$ cat src/rtl/pipelined_barrel_shifter_if.sv
// pipelined_barrel_shifter_if: operation handshake, flush and status bundle for the barrel shifter
interface pipelined_barrel_shifter_if #(
  parameter int WIDTH = 32,
  parameter int TAG_W = 5
);
  localparam int SHAMT_W = $clog2(WIDTH);
  logic               in_valid;
  logic               in_ready;
  logic [1:0]         in_op;
  logic [WIDTH-1:0]   in_data;
  logic [SHAMT_W-1:0] in_shamt;
  logic [TAG_W-1:0]   in_tag;
  logic               flush;
  logic               out_valid;
  logic               out_ready;
  logic [WIDTH-1:0]   out_data;
  logic [TAG_W-1:0]   out_tag;
  logic               busy;
  modport master (
    output in_valid, in_op, in_data, in_shamt, in_tag, flush, out_ready,
    input  in_ready, out_valid, out_data, out_tag, busy
  );
  modport slave (
    input  in_valid, in_op, in_data, in_shamt, in_tag, flush, out_ready,
    output in_ready, out_valid, out_data, out_tag, busy
  );
endinterface

$ cat src/rtl/pipelined_barrel_shifter.sv
// pipelined_barrel_shifter: log-depth SLL/SRL/SRA/ROR shifter with LPS mux levels per register stage
module pipelined_barrel_shifter #(
  parameter int WIDTH = 32,
  parameter int LPS   = 2,
  parameter int TAG_W = 5
) (
  input logic clk,
  input logic reset,
  pipelined_barrel_shifter_if.slave bs
);
  localparam int SHAMT_W = $clog2(WIDTH);
  localparam int STAGES  = (SHAMT_W + LPS - 1) / LPS;
  typedef logic [WIDTH-1:0] word_t;
  logic [STAGES-1:0]  v_q, v_d;
  logic [1:0]         op_q [STAGES];
  logic [1:0]         op_d [STAGES];
  logic [SHAMT_W-1:0] sh_q [STAGES];
  logic [SHAMT_W-1:0] sh_d [STAGES];
  word_t              d_q  [STAGES];
  word_t              d_d  [STAGES];
  logic [TAG_W-1:0]   t_q  [STAGES];
  logic [TAG_W-1:0]   t_d  [STAGES];
  logic               advance;
  function automatic word_t shift_by(word_t d, logic [1:0] op, int amt);
    return op == 2'b00 ? d << amt :
           op == 2'b01 ? d >> amt :
           op == 2'b10 ? word_t'($signed(d) >>> amt) :
                         (d >> amt) | (d << (WIDTH - amt));
  endfunction
  // each stage applies its own group of levels to the value latched by the previous stage
  always_comb begin
    v_d[0]  = bs.in_valid;
    op_d[0] = bs.in_op;
    sh_d[0] = bs.in_shamt;
    d_d[0]  = bs.in_data;
    t_d[0]  = bs.in_tag;
    for (int s = 1; s < STAGES; s++) begin
      v_d[s]  = v_q[s-1];
      op_d[s] = op_q[s-1];
      sh_d[s] = sh_q[s-1];
      d_d[s]  = d_q[s-1];
      t_d[s]  = t_q[s-1];
    end
    for (int k = 0; k < SHAMT_W; k++)
      d_d[k/LPS] = sh_d[k/LPS][k] ? shift_by(d_d[k/LPS], op_d[k/LPS], 1 << k) : d_d[k/LPS];
  end
  always_ff @(posedge clk) begin
    if (reset) begin
      v_q <= '0;
      for (int s = 0; s < STAGES; s++) begin
        op_q[s] <= '0;
        sh_q[s] <= '0;
        d_q[s]  <= '0;
        t_q[s]  <= '0;
      end
    end else begin
      if (advance) begin
        op_q <= op_d;
        sh_q <= sh_d;
        d_q  <= d_d;
        t_q  <= t_d;
      end
      v_q <= bs.flush ? '0 : advance ? v_d : v_q;
    end
  end
  assign advance      = !v_q[STAGES-1] | bs.out_ready;
  assign bs.in_ready  = advance & !bs.flush;
  assign bs.out_valid = v_q[STAGES-1];
  assign bs.out_data  = d_q[STAGES-1];
  assign bs.out_tag   = t_q[STAGES-1];
  assign bs.busy      = |v_q;
endmodule

$ cat src/flat_wrapper.sv
// flat-port wrapper written by rule: the top's interface ports become plain ports
module pipelined_barrel_shifter_flat 
#(
  parameter int WIDTH = 32,
  parameter int LPS   = 2,
  parameter int TAG_W = 5
)
  (clk, reset, bs_in_valid, bs_in_op, bs_in_data, bs_in_shamt, bs_in_tag, bs_flush, bs_out_ready, bs_in_ready, bs_out_valid, bs_out_data, bs_out_tag, bs_busy);
  pipelined_barrel_shifter_if #(.WIDTH(WIDTH), .TAG_W(TAG_W)) bs_i ();
  input logic clk;
  input logic reset;
  input wire logic [$bits(bs_i.in_valid)-1:0] bs_in_valid;
  input wire logic [$bits(bs_i.in_op)-1:0] bs_in_op;
  input wire logic [$bits(bs_i.in_data)-1:0] bs_in_data;
  input wire logic [$bits(bs_i.in_shamt)-1:0] bs_in_shamt;
  input wire logic [$bits(bs_i.in_tag)-1:0] bs_in_tag;
  input wire logic [$bits(bs_i.flush)-1:0] bs_flush;
  input wire logic [$bits(bs_i.out_ready)-1:0] bs_out_ready;
  output wire logic [$bits(bs_i.in_ready)-1:0] bs_in_ready;
  output wire logic [$bits(bs_i.out_valid)-1:0] bs_out_valid;
  output wire logic [$bits(bs_i.out_data)-1:0] bs_out_data;
  output wire logic [$bits(bs_i.out_tag)-1:0] bs_out_tag;
  output wire logic [$bits(bs_i.busy)-1:0] bs_busy;
  assign bs_i.in_valid = bs_in_valid;
  assign bs_i.in_op = bs_in_op;
  assign bs_i.in_data = bs_in_data;
  assign bs_i.in_shamt = bs_in_shamt;
  assign bs_i.in_tag = bs_in_tag;
  assign bs_i.flush = bs_flush;
  assign bs_i.out_ready = bs_out_ready;
  assign bs_in_ready = bs_i.in_ready;
  assign bs_out_valid = bs_i.out_valid;
  assign bs_out_data = bs_i.out_data;
  assign bs_out_tag = bs_i.out_tag;
  assign bs_busy = bs_i.busy;
  pipelined_barrel_shifter #(.WIDTH(WIDTH), .LPS(LPS), .TAG_W(TAG_W)) u_core (.clk(clk), .reset(reset), .bs(bs_i));
endmodule
$ cat config.mk
export PLATFORM = sky130hd
export DESIGN_NAME = pipelined_barrel_shifter_flat
export DESIGN_NICKNAME = d
export VERILOG_FILES = /design/src/rtl/pipelined_barrel_shifter_if.sv /design/src/rtl/pipelined_barrel_shifter.sv /design/src/flat_wrapper.sv
export SDC_FILE = /design/constraint.sdc
export NUM_CORES = 1
export LEC_CHECK = 0
export BUFFER_PORTS_ARGS = -buffer_cell sky130_fd_sc_hd__buf_2
export CAP_MARGIN = 10
export CELL_PAD_IN_SITES_DETAIL_PLACEMENT = 1
export CELL_PAD_IN_SITES_GLOBAL_PLACEMENT = 1
export CORE_MARGIN = 2
export CORE_UTILIZATION = 48
export CTS_BUF_LIST = sky130_fd_sc_hd__clkbuf_4 sky130_fd_sc_hd__clkbuf_8
export DETAILED_ROUTE_END_ITERATION = 10
export GPL_TIMING_DRIVEN = 1
export HOLD_SLACK_MARGIN = 0.02
export MAX_ROUTING_LAYER = met4
export PLACE_DENSITY = 0.86
export SLEW_MARGIN = 30
export SYNTH_ARGS = -nofsm -noshare
export SYNTH_HDL_FRONTEND = slang
export SYNTH_SLANG_ARGS = --single-unit
$ cat constraint.sdc
create_clock -name clk -period 3 [get_ports clk]
set_clock_uncertainty 0.15 [all_clocks]
set_input_delay 0.3 -clock clk [delete_from_list [all_inputs] [get_ports clk]]
set_output_delay 0.3 -clock clk [all_outputs]
set_load 0.005 [all_outputs]
==> results.json, run 1 <==
{
  "clkTransAtPathRegs_ns": 0.08,
  "cts_buffers": 17,
  "synth_ff_type": "dfxtp_1",
  "yosys_warnings": 0,
  "min_period_ns": 2.53,
  "tritoncts": "done",
  "ant_nets": 0,
  "worst-endpoint-required_ns": 3.20,
  "relSlewSlack_pct": 33.9,
  "endpoint_kind": "flip-flop",
  "initialDrtViolationCount": 725,
  "synthCells": 1121,
  "rsz0062_at_grt": "false",
  "fmax_ghz": 0.396,
  "grt_max_degree": 87,
  "holdCritPathClass": "input pin to flip-flop",
  "cp_num_buf_inv": 2,
  "wl_per_cell_um": 21.3,
  "finalSetupTns_ns": 0,
  "antenna_found_initial": 0,
  "post-route-period-util_pct": 84.2,
  "synth_area_per_cell_um2": 7.22,
  "ys_seq_area_share_pct": 30.2,
  "drive_above_1_share_pct": 16.2,
  "place_congestion": 0.954,
  "cp_max_fo": 33,
  "routed_wl_um": 28700,
  "viasPerCell": 6.54,
  "multiInputGateArea_um2": 4880,
  "p_per_area_nw_per_um2": 464,
  "finalNetCount": 1168,
  "grt_usage_pct": 33.2,
  "final_common_cell": "nor2_1",
  "drtPass1Iterations": 5,
  "place_ws_ns": 0.726,
  "htree_levels": 4,
  "syn_area_um2": 8090,
  "n_antenna_cell": 0,
  "final_hold_viol_count": 0,
  "finalMaxSlewViolations": 0,
  "tightest_slew_ns": 0.992,
  "grt_pass1_wl_um": 46400,
  "cp_top_family": "buffers and inverters",
  "core_area_um2": 16500,
  "first_global_vias": 8577,
  "synth_cell_types": 44,
  "dr_total_vias": 8836,
  "io_pins": 89,
  "start_kind": "flip-flop",
  "mostFrequentLayoutCells": "150 x nor2_1, 137 x a21oi_1, 120 x dfxtp_1",
  "post-cts-setup-buffer-count": 0,
  "ir_drop_uv": 260,
  "die_area_um2": 17900,
  "maxCapViolCount": 0,
  "cp_data_arrival_time_ns": 2.73,
  "layout.area.seq_um2": 2440,
  "setup_ws_ns": 0.474,
  "hpwl_um": 19500,
  "min-delay-start": "bs_out_ready",
  "clock_latency_ns": 0.46,
  "gr-total-overflow": 0,
  "cts_buffer_depth": 2,
  "die_width_um": 134,
  "critical_path_class": "flip-flop to flip-flop",
  "ys_ff_latch": 122,
  "nFillCells": 2153,
  "initial_core_util_pct": 49.0,
  "finalSetupViolations": 0,
  "core.rowCount": 47,
  "synth_edf_count": 0,
  "async_flop_share_pct": 0,
  "max_stage_delay_ns": 0.59,
  "cts.sinks": 122,
  "synthesis.nets": 1170,
  "slowest_stage": "dlygate4sd3_1",
  "syn2layout_area_growth_pct": 9.37,
  "crit_start": "u_core.v_q[2]",
  "die_h_um": 134,
  "path_cells": "nor2b_4 -> buf_4 -> mux2i_1 -> nor3_1 -> dlygate4sd3_1",
  "p_leak_nw": 3.25,
  "drc": 0,
  "crit-reg2reg-launch": "u_core.v_q[2]",
  "outcome": "finished, final reports clean",
  "cts_root_buffer": "clkbuf_8",
  "port_buffers": 88
}
## synth_stat cells (27+ instances only)
cell,n,area (um^2)
buf_2,27,135
nor3_1,62,310
nor4_1,37,231
nand2_1,89,334
or3b_1,30,263
clkbuf_1,79,297
a311oi_1,45,394
mux2i_1,41,410
a21oi_1,137,686
nor2_1,150,563
dfxtp_1,122,2440
o211ai_1,38,285
buf_4,33,248
o21ai_0,70,350
## per-stage QoR
step,power (W),instance area (um^2),util [%],hold WS (ns),std cells
6_report,0.00411,8850,53.6,0.109,1352
5_1_grt,0.00428,8850,53.6,0.124,1352
4_1_cts,0.00410,8850,53.5,0.0695,1352
3_5_place_dp,0.00268,8370,50.6,0.296,1310
3_3_place_gp,0.00265,8370,50.6,0.288,1310
2_1_floorplan,0.00242,8090,-,0.229,1121
## kinds of logic after synthesis
family	count (synthesis)	synth area share, %
AND/OR/NAND/NOR	437	26.7
AO/OA/AOI/OAI	361	28.4
buffers and inverters	160	9.65
flip-flops	122	30.2
multiplexers	41	5.07
## flip-flops by register name, indices dropped and copies added (netlist names)
| signal | cells |
|---|---|
| u_core.bs.out_data | 32 |
| u_core.v_q | 3 |
| u_core.op_d | 4 |
| u_core.t_d | 10 |
| u_core.bs.out_tag | 5 |
| u_core.sh_d | 4 |
| u_core.d_q | 64 |
## path summary, 6_finish.rpt
kind | endpoint | slack [ns] | cells after the start
worst max-delay path | u_core.v_q[0] | 0.47 | 5
worst min-delay path | u_core.bs.out_tag[2] | 0.11 | 4
worst max register to register | u_core.v_q[0] | 0.47 | 5
worst min register to register | u_core.bs.out_data[25] | 0.31 | 2
## worst reg2reg max path, stage by stage (launching register included)
cell and delay (ns):
dfxtp_1 0.44, nor2b_4 0.45, buf_4 0.47, mux2i_1 0.25, nor3_1 0.06, dlygate4sd3_1 0.59
## layout make-up
class,count,area share (%)
clock buffer,18,2.73
multi-input combinational,839,55.2
clock inverter,14,1.55
sequential,122,27.6
inverter,7,0.297
timing repair buffer,132,9.50
tap,220,3.11
## metal layers
metal  GRT usage (%)  wire [um]  up-vias
li1                -          -     4115
met4            15.2       1260        0
met5               -          0        -
met2            52.4      13700      362
met3            4.23       1610       86
met1            42.4      12200     4273
## repair_timing
action                                  CTS  global route
hold endpoints to repair                 11             0
endpoints found under the setup margin    0             0
resized for setup                         0             0
hold buffers                             10             0
## where the power goes
group          internal (W)  total, W  switching (W)  leakage (nW)
registers           0.00173   0.00190       0.000167          1.01
clock network      0.000681   0.00143       0.000745         0.194
logic              0.000321  0.000787       0.000466          2.05
No activity file was read; power rests on OpenSTA's default activity.
==> run 2, diff against run 1 <==
--- a/config.mk
+++ b/config.mk
@@ -10,13 +10,13 @@
 export CELL_PAD_IN_SITES_DETAIL_PLACEMENT = 1
 export CELL_PAD_IN_SITES_GLOBAL_PLACEMENT = 1
 export CORE_MARGIN = 2
-export CORE_UTILIZATION = 48
+export CORE_UTILIZATION = 45
 export CTS_BUF_LIST = sky130_fd_sc_hd__clkbuf_4 sky130_fd_sc_hd__clkbuf_8
 export DETAILED_ROUTE_END_ITERATION = 10
 export GPL_TIMING_DRIVEN = 1
 export HOLD_SLACK_MARGIN = 0.02
 export MAX_ROUTING_LAYER = met4
-export PLACE_DENSITY = 0.86
+export PLACE_DENSITY = 0.81
 export SLEW_MARGIN = 30
 export SYNTH_ARGS = -nofsm -noshare
 export SYNTH_HDL_FRONTEND = slang
==> constraint.sdc (replaced) <==
create_clock -name clk -period 2.4 [get_ports clk]
set_clock_uncertainty 0.15 [all_clocks]
set_input_delay 0.24 -clock clk [delete_from_list [all_inputs] [get_ports clk]]
set_output_delay 0.24 -clock clk [all_outputs]
set_load 0.005 [all_outputs]
==> run 2 against run 1 <==
Compared with the run above:
- worst setup slack got worse by 0.36 ns
- global-route usage fell by 1.8 points
- critical endpoint unchanged
- sequential share of layout area fell by 1.1 points
- largest power group unchanged
==> results.json, run 2 (synthesis results as in run 1) <==
{
  "outcome": "finished, final reports clean",
  "final_common_cell": "nor2_1",
  "clkTransAtPathRegs_ns": 0.09,
  "placedCellCount": 1351,
  "htree_levels": 4,
  "core_area_um2": 17800,
  "nFillCells": 2300,
  "grt_usage_pct": 31.4,
  "tritoncts": "done",
  "die_h_um": 138,
  "cts_buffers": 17,
  "finalNetCount": 1202,
  "finalSetupViolations": 0,
  "viasPerCell": 6.46,
  "post-cts-setup-buffer-count": 0,
  "worst-endpoint-required_ns": 2.61,
  "maxCapViolCount": 0,
  "grt_pass1_wl_um": 47800,
  "first_global_vias": 8869,
  "finalNonFillerCells": 1396,
  "crit-reg2reg-launch": "u_core.v_q[2]",
  "dr_total_vias": 9016,
  "core.rowCount": 49,
  "p_leak_nw": 3.43,
  "gr-total-overflow": 0,
  "routed_wl_um": 29400,
  "multiInputGateArea_um2": 4890,
  "cts_root_buffer": "clkbuf_8",
  "drtPass1Iterations": 7,
  "syn2layout_area_growth_pct": 13.7,
  "initialDrtViolationCount": 660,
  "finalMaxSlewViolations": 0,
  "initial_core_util_pct": 45.5,
  "cts.sinks": 122,
  "drc": 0,
  "mostFrequentLayoutCells": "149 x nor2_1, 137 x a21oi_1, 121 x dfxtp_1",
  "io_pins": 89,
  "die_width_um": 138,
  "min_period_ns": 2.28,
  "ant_nets": 0,
  "grt_max_degree": 70,
  "relSlewSlack_pct": 49.1,
  "cts_buffer_depth": 2,
  "min-delay-start": "bs_in_data[31]",
  "top_register": "u_core.d_q",
  "layout.area.seq_um2": 2440,
  "finalSetupTns_ns": 0,
  "tightest_slew_ns": 0.763,
  "clock_latency_ns": 0.47,
  "start_kind": "flip-flop",
  "final_hold_viol_count": 0,
  "wl_per_cell_um": 21.1,
  "place_congestion": 1.04,
  "fmax_ghz": 0.438,
  "cp_max_fo": 20,
  "port_buffers": 88,
  "p_per_area_nw_per_um2": 568,
  "critical_path_class": "flip-flop to flip-flop",
  "antenna_found_initial": 1,
  "hpwl_um": 20300,
  "drive_above_1_share_pct": 18.4,
  "cp_data_arrival_time_ns": 2.49,
  "die_area_um2": 19100,
  "largest_reg_flops": 64,
  "cts_hold_buf": 12,
  "holdCritPathClass": "input pin to flip-flop",
  "rsz0062_at_grt": "false",
  "crit_start": "u_core.v_q[2]",
  "post-route-period-util_pct": 95.1,
  "ir_drop_uv": 346,
  "endpoint_kind": "flip-flop",
  "post_cts_resize_count": 0
}
[run 2: changes by cell type in the layout (fill, tap and decap cells not counted), sizes merged]
| cell | delta |
|---|---|
| clkinv | -1 |
| diode | +1 |
| buf | +32 |
| dlygate4sd3 | +2 |
| clkinvlp | +1 |
[run 2: worst max-delay path, cell delays in order (launching register included)]
cell,delay (ns)
dfxtp_1,0.43
nor2b_4,0.35
buf_12,0.21
buf_4,0.18
mux2i_1,0.21
nor3_1,0.07
dlygate4sd3_1,0.57
[run 2: power by group]
group | total (W) | switching, W | internal (W)
registers | 0.00232 | 0.000158 | 0.00216
clock network | 0.00180 | 0.000947 | 0.000849
logic | 0.00111 | 0.000652 | 0.000457
total | 0.00522 | 0.00176 | 0.00347
[run 2: final timing paths]
| path | endpoint | slack (ns) | depth (start not counted) |
|---|---|---|---|
| setup / recovery | u_core.v_q[0] | 0.12 | 6 |
| hold / removal | u_core.d_q[95] | 0.11 | 5 |
| setup reg to reg | u_core.v_q[0] | 0.12 | 6 |
| hold reg to reg | u_core.bs.out_data[31] | 0.30 | 2 |
[run 2: layer usage]
layer	wire (um)	GRT usage, %	up-vias	share of wire [%]
li1	-	-	4181	-
met1	12400	38.6	4391	42
met5	0	-	-	0
met3	1600	4.23	79	5.4
met4	1130	13.6	0	3.8
met2	14300	51.8	365	49
[run 2: cell type report]
class | count | area share (%)
Multi-Input combinational cell | 839 | 53.1
Sequential cell | 122 | 26.6
Timing Repair Buffer | 166 | 12.8
Tap cell | 229 | 3.11
Clock buffer | 18 | 2.63
Clock inverter | 14 | 1.50
Inverter | 7 | 0.286
Antenna cell | 1 | 0.0272
[run 2: stage by stage]
step / total power, W / util [%] / worst slack (ns) / hold slack (ns) / area [um^2]
3_3_place_gp: 0.00339 / 48.9 / 0.193 / 0.288 / 8690
6_report: 0.00522 / 51.7 / 0.117 / 0.114 / 9200
3_5_place_dp: 0.00342 / 48.9 / 0.192 / 0.299 / 8690
2_1_floorplan: 0.00302 / - / 0.725 / 0.169 / 8090
4_1_cts: 0.00521 / 51.7 / 0.200 / 0.0978 / 9190
5_1_grt: 0.00544 / 51.7 / 0.0665 / 0.134 / 9200
